==> src/rtl/alu_rr_arbiter_pkg.sv <==
// Shared encodings for the two-requester ALU arbiter and its arithmetic unit.
// Latency: n/a (types and constants only).
// Backpressure: n/a.
package alu_rr_arbiter_pkg;

  // Operation select values understood by arithmetic_unit
  localparam logic [1:0] OP_ADD = 2'b00;
  localparam logic [1:0] OP_INC = 2'b01;
  localparam logic [1:0] OP_SUB = 2'b10;
  localparam logic [1:0] OP_DEC = 2'b11;

  // Bit positions inside the 4-bit {N,Z,V,C} flag vector
  localparam int FLAG_N = 3;
  localparam int FLAG_Z = 2;
  localparam int FLAG_V = 1;
  localparam int FLAG_C = 0;

  typedef enum logic [1:0] {
    ST_IDLE = 2'b00,
    ST_EXEC = 2'b01,
    ST_RESP = 2'b10
  } state_e;

  // Everything the response channel carries besides the valid bit
  typedef struct packed {
    logic       id;
    logic [7:0] result;
    logic [3:0] nzvc;
  } rsp_t;

endpackage

==> src/rtl/alu_rr_arbiter_rr_arb2.sv <==
// Two-way round-robin grant: a lone requester wins, a tie goes to the one not served last.
// Latency: purely combinational.
// Backpressure: none; caller decides when the grant is consumed.
module rr_arb2 (
  input  logic valid0,
  input  logic valid1,
  input  logic last_grant,
  output logic grant_valid,
  output logic grant_id
);

  // Tie-break flips away from the previous winner so a waiting loser is served next
  always_comb begin
    grant_valid = valid0 | valid1;
    grant_id    = 1'b0;
    if (valid0 && valid1) begin
      grant_id = ~last_grant;
    end else if (valid1) begin
      grant_id = 1'b1;
    end
  end

endmodule

==> src/rtl/alu_rr_arbiter.sv <==
// Shares one arithmetic unit between two requesters, returning tagged results.
// Latency: accept at edge T, response valid after edge T+1; one op per 3 cycles peak.
// Backpressure: rsp_ready low parks the FSM in RESP and holds both reqN_ready low.
module alu_rr_arbiter
  import alu_rr_arbiter_pkg::*;
#(
  parameter int PRIO_INIT = 0
) (
  input  logic       clk,
  input  logic       rst_n,
  input  logic       req0_valid,
  output logic       req0_ready,
  input  logic [7:0] req0_a,
  input  logic [7:0] req0_b,
  input  logic [1:0] req0_op,
  input  logic       req1_valid,
  output logic       req1_ready,
  input  logic [7:0] req1_a,
  input  logic [7:0] req1_b,
  input  logic [1:0] req1_op,
  output logic [7:0] au_a,
  output logic [7:0] au_b,
  output logic [1:0] au_sel,
  input  logic [7:0] au_result,
  input  logic [3:0] au_nzvc,
  output logic       rsp_valid,
  input  logic       rsp_ready,
  output logic       rsp_id,
  output logic [7:0] rsp_result,
  output logic [3:0] rsp_nzvc,
  output logic       busy
);

  // Reset value of last_grant makes PRIO_INIT the winner of the first tie
  localparam logic LAST_GRANT_RST = (PRIO_INIT == 0) ? 1'b1 : 1'b0;

  state_e     state_q,      state_d;
  logic       last_grant_q, last_grant_d;
  logic [7:0] au_a_q,       au_a_d;
  logic [7:0] au_b_q,       au_b_d;
  logic [1:0] au_sel_q,     au_sel_d;
  rsp_t       rsp_q,        rsp_d;
  logic       rsp_valid_q,  rsp_valid_d;
  logic       busy_q,       busy_d;

  logic grant_valid;
  logic grant_id;
  logic accept;

  rr_arb2 u_rr_arb2 (
    .valid0      (req0_valid),
    .valid1      (req1_valid),
    .last_grant  (last_grant_q),
    .grant_valid (grant_valid),
    .grant_id    (grant_id)
  );

  // Readies are gated by reset so nothing looks accepted while rst_n is low
  always_comb begin
    accept     = rst_n && (state_q == ST_IDLE) && grant_valid;
    req0_ready = accept && (grant_id == 1'b0);
    req1_ready = accept && (grant_id == 1'b1);
  end

  // Next-state: latch operands on accept, capture unit output in EXEC, wait for consumer in RESP
  always_comb begin
    state_d      = state_q;
    last_grant_d = last_grant_q;
    au_a_d       = au_a_q;
    au_b_d       = au_b_q;
    au_sel_d     = au_sel_q;
    rsp_d        = rsp_q;
    case (state_q)
      ST_IDLE: begin
        if (accept) begin
          au_a_d       = grant_id ? req1_a  : req0_a;
          au_b_d       = grant_id ? req1_b  : req0_b;
          au_sel_d     = grant_id ? req1_op : req0_op;
          rsp_d.id     = grant_id;
          last_grant_d = grant_id;
          state_d      = ST_EXEC;
        end
      end
      ST_EXEC: begin
        rsp_d.result = au_result;
        rsp_d.nzvc   = au_nzvc;
        state_d      = ST_RESP;
      end
      ST_RESP: begin
        if (rsp_ready) begin
          state_d = ST_IDLE;
        end
      end
      default: state_d = ST_IDLE;
    endcase
    rsp_valid_d = (state_d == ST_RESP);
    busy_d      = (state_d != ST_IDLE);
  end

  // All state and registered outputs; reset drops any in-flight op or pending response
  always_ff @(posedge clk or negedge rst_n) begin
    if (!rst_n) begin
      state_q      <= ST_IDLE;
      last_grant_q <= LAST_GRANT_RST;
      au_a_q       <= 8'h00;
      au_b_q       <= 8'h00;
      au_sel_q     <= 2'b00;
      rsp_q        <= '0;
      rsp_valid_q  <= 1'b0;
      busy_q       <= 1'b0;
    end else begin
      state_q      <= state_d;
      last_grant_q <= last_grant_d;
      au_a_q       <= au_a_d;
      au_b_q       <= au_b_d;
      au_sel_q     <= au_sel_d;
      rsp_q        <= rsp_d;
      rsp_valid_q  <= rsp_valid_d;
      busy_q       <= busy_d;
    end
  end

  assign au_a       = au_a_q;
  assign au_b       = au_b_q;
  assign au_sel     = au_sel_q;
  assign rsp_valid  = rsp_valid_q;
  assign rsp_id     = rsp_q.id;
  assign rsp_result = rsp_q.result;
  assign rsp_nzvc   = rsp_q.nzvc;
  assign busy       = busy_q;

endmodule
==> config.mk <==
export PLATFORM = sky130hd
export DESIGN_NAME = alu_rr_arbiter
export DESIGN_NICKNAME = d
export VERILOG_FILES = /design/src/rtl/alu_rr_arbiter_pkg.sv /design/src/rtl/alu_rr_arbiter_rr_arb2.sv /design/src/rtl/alu_rr_arbiter.sv
export SDC_FILE = /design/constraint.sdc
export NUM_CORES = 1
export LEC_CHECK = 0
export ABC_AREA = 1
export BUFFER_PORTS_ARGS = -buffer_cell sky130_fd_sc_hd__buf_2
export CAP_MARGIN = 5
export CORE_UTILIZATION = 47
export CTS_BUF_LIST = sky130_fd_sc_hd__clkbuf_8
export CTS_CLUSTER_DIAMETER = 40
export CTS_CLUSTER_SIZE = 24
export DETAILED_ROUTE_END_ITERATION = 10
export GPL_ROUTABILITY_DRIVEN = 0
export PLACE_DENSITY_LB_ADDON = 0.3
export SYNTH_ARGS = -nofsm -noshare
export SYNTH_HDL_FRONTEND = slang
export SYNTH_SLANG_ARGS = --single-unit
==> constraint.sdc <==
create_clock -name clk -period 1.5 [get_ports clk]
set_input_delay 0 -clock clk [delete_from_list [all_inputs] [get_ports clk]]
set_output_delay 0 -clock clk [all_outputs]
set_load 0.01 [all_outputs]
==> tab_implementation.tex <==
\begin{tabular}{lr}
\hline
Metric & Value \\
\hline
\multicolumn{2}{l}{\textbf{Clock network}} \\
Clock sink total & 36 \\
H-tree depth reported by CTS & 2 \\
Clock tree from TritonCTS & yes \\
Buffer levels on the longest clock path & 2 \\
Worst skew pair latency & 0.28 ns \\
Clock transition time at the flip-flop clock pins of the worst setup and hold paths & 0.07 ns \\
Cell chosen for the clock root & clkbuf\_8 \\
Total CTS buffers & 5 \\
\multicolumn{2}{l}{\textbf{Synth}} \\
Proportion of synthesized chip area in sequential cells & 51.9\% \\
Cell types occupying the most area after synthesis & dfrtp\_1, nand2\_1, o21ai\_2, nand3\_1, inv\_1 \\
Flip-flop and latch count after synthesis & 36 \\
Ys flop type & dfrtp\_1 \\
Cells after Synth & 214 \\
Async set-or-reset flop fraction in the synthesized netlist & 100\% \\
Warning count from the yosys run & 0 \\
Netlist cell types & 16 \\
Count leader, synth & nand2\_1 \\
Nets in the synthesized netlist & 267 \\
Largest area contributor in the synthesized netlist & dfrtp\_1 \\
Yosys top cell area share & 50.4\% \\
Most instantiated cells after synthesis & nand2\_1, dfrtp\_1, nand3\_1, inv\_1, o21ai\_2 \\
Cell area after technology mapping & 1740 um\^{}2 \\
Number of enable-type register cells in the synthesized netlist & 0 \\
Average cell area after synthesis & 8.13 um\^{}2 \\
\multicolumn{2}{l}{\textbf{Hold path}} \\
Hold Crit Start & req0\_a[3] \\
Instance count along the most critical hold path & 5 \\
Class of the most critical hold timing path & input pin to flop \\
\multicolumn{2}{l}{\textbf{Routing}} \\
Drt wl/cell & 11.1 um \\
1st-iter DRT viols & 77 \\
Per-cell via count in the routed design & 4.72 \\
Post-route DRC violation count & 0 \\
DRT Pass-1 Iters & 4 \\
Vias after detailed routing & 1767 \\
Number of antenna-violating nets in the routed design & 0 \\
Sum of routed wire length over all layers & 4.15 mm \\
\multicolumn{2}{l}{\textbf{Job}} \\
Max capacitance violation total & 0 \\
\multicolumn{2}{l}{\textbf{Placed design}} \\
Port Buf Inserts & 87 \\
Pre-CTS setup slack & 0.274 ns \\
Sum of net half-perimeters after detailed placement & 2.78 mm \\
\multicolumn{2}{l}{\textbf{Global routing}} \\
Overflow left after global routing & 0 \\
Antenna violations before repair & 0 \\
Global-route usage over all layers & 22.3\% \\
Via count of the first global-routing pass & 1605 \\
Pin count of the biggest net entering global routing & 30 \\
First-pass GRT wire length & 6.87 mm \\
\multicolumn{2}{l}{\textbf{Timing}} \\
Setup\_tns & 0 ns \\
Final setup violation count & 0 \\
Final worst slack & 0.121 ns \\
Crit share post-route & 91.9\% \\
Unrepaired setup endpoints after global routing & false \\
Final Max Tran Viols & 0 \\
Worst-case clock skew & 0.00509 ns \\
Min cycle time layout & 1.38 ns \\
Final-report hold violation count & 0 \\
Slew Limit Headroom & 75.7\% \\
FMAX & 725 MHz \\
Actual transition at the worst max-transition pin & 0.364 ns \\
\multicolumn{2}{l}{\textbf{Final layout}} \\
Total Nets Final & 380 \\
Number of fillers in the final layout & 273 \\
Share of post-route cells with drive strength above 1 & 38.4\% \\
Relative area change from synthesis to final layout & 45.3\% \\
Final antenna diode count & 0 \\
Final core area utilization & 73.4\% \\
\multicolumn{2}{l}{\textbf{Setup path}} \\
Startpoint type of the worst setup path & flop \\
Data required, critical path & 1.50 ns \\
Count of cells along the worst register-to-register path & 7 \\
Beginning of the critical path & last\_grant\_q \\
Worst reg2reg path startpoint & last\_grant\_q \\
Worst Path Class, Setup & flop to primary output \\
Endpoint arrival time on the critical path & 1.38 ns \\
Maximum fanout along the worst path & 8 \\
Capturing element type of the critical path & primary output \\
\multicolumn{2}{l}{\textbf{Power}} \\
Leakage component of the power & 1.53 nW \\
Peak supply drop & 0.000839 V \\
Power Density & 1540 nW/um\^{}2 \\
\multicolumn{2}{l}{\textbf{Floorplan}} \\
Core area & 3440 um\^{}2 \\
Width of the die & 62.8 um \\
Starting Density & 50.5\% \\
Std-Cell Rows & 21 \\
Height of the chip & 62.8 um \\
Die area & 3950 um\^{}2 \\
Ports placed on the boundary & 88 \\
\multicolumn{2}{l}{\textbf{Run status}} \\
Outcome & finished, final reports clean \\
\hline
\end{tabular}
[worst paths after layout]
path	to	slack (ns)
min in group asynchronous	rsp_nzvc[0]	0.14
min reg2reg	rsp_result[6]	0.48
max	req1_ready	0.12
max in group asynchronous	last_grant_q	0.75
min	au_a[3]	0.004
max reg2reg	au_b[0]	0.24
[cell type report]
cell class / instances / area (um^2) / area share [%]
clock buffers: 6 / 82.6 / 3.27
clock inverters: 2 / 7.51 / 0.297
inverters: 16 / 60.1 / 2.38
multi-input cells: 151 / 696 / 27.5
flip-flops and latches: 36 / 902 / 35.7
well taps: 46 / 57.6 / 2.28
repair buffers: 117 / 721 / 28.5
[power breakdown]
part           leakage (nW)  internal [mW]  switching, mW
logic                  1.03          0.718          0.877
clock network        0.0538          0.360          0.310
registers             0.448           1.40          0.236
[worst max-delay path, stage by stage (launching register included)]
cell and delay, ns:
dfstp_2 0.56, nand2_4 0.11, nand2_8 0.10, inv_1 0.05, nand2_1 0.11, inv_1 0.05
buf_2 0.13
[per-layer routing]
| metal | vias up | track usage (%) | wire (um) |
|---|---|---|---|
| li1 | 877 | - | - |
| met1 | 821 | 27.2 | 1850 |
| met2 | 62 | 38.5 | 2040 |
| met3 | 7 | 4.20 | 200 |
| met4 | 0 | 8.72 | 63 |
| met5 | - | 0 | 0 |
[layout by cell type, fill, tap and decap left out, types with 4 or more instances in the layout]
master | synthesis | layout
nand2_1 | 106 | 106
buf_2 | 5 | 86
dfrtp_1 | 35 | 35
nand3_1 | 19 | 19
inv_1 | 16 | 18
dlygate4sd3_1 | 0 | 18
o21ai_2 | 12 | 12
buf_4 | 2 | 11
clkbuf_8 | 0 | 6
nand2_2 | 6 | 5
nor2_1 | 5 | 4
[cell families (layout without fill, tap and decap cells)]
group	Yosys count	in the layout	synth area share, %
simple gates	139	139	33.0
compound gates	12	12	6.04
flops	36	36	51.9
buf+inv	27	141	9.06
[metrics by stage]
stage	cell area [um^2]	total power [mW]	hold slack (ns)	cells
floorplan	1740	2.55	-0.296	214
global placement	2210	3.12	-0.141	344
detailed placement	2210	3.17	-0.142	344
CTS	2490	3.90	0.000598	370
global route	2530	4.19	0.0265	374
finish	2530	3.90	0.00367	374
[sequential cells by signal, indices dropped and copies added (netlist names)]
register	cells
last_grant_q	1
state_q	2
rsp_nzvc	4
au_a	8
rsp_id	1
au_sel	2
au_b	8
busy	1
rsp_valid	1
rsp_result	8
[what timing repair did]
item,in CTS,in global routing
endpoints found under the setup margin,1,2
hold buffers,18,0
buffers inserted,0,4
endpoints found under the hold margin,52,0
pin swaps,0,1
gates resized for setup,1,3
(Power assumes the default switching activity.)
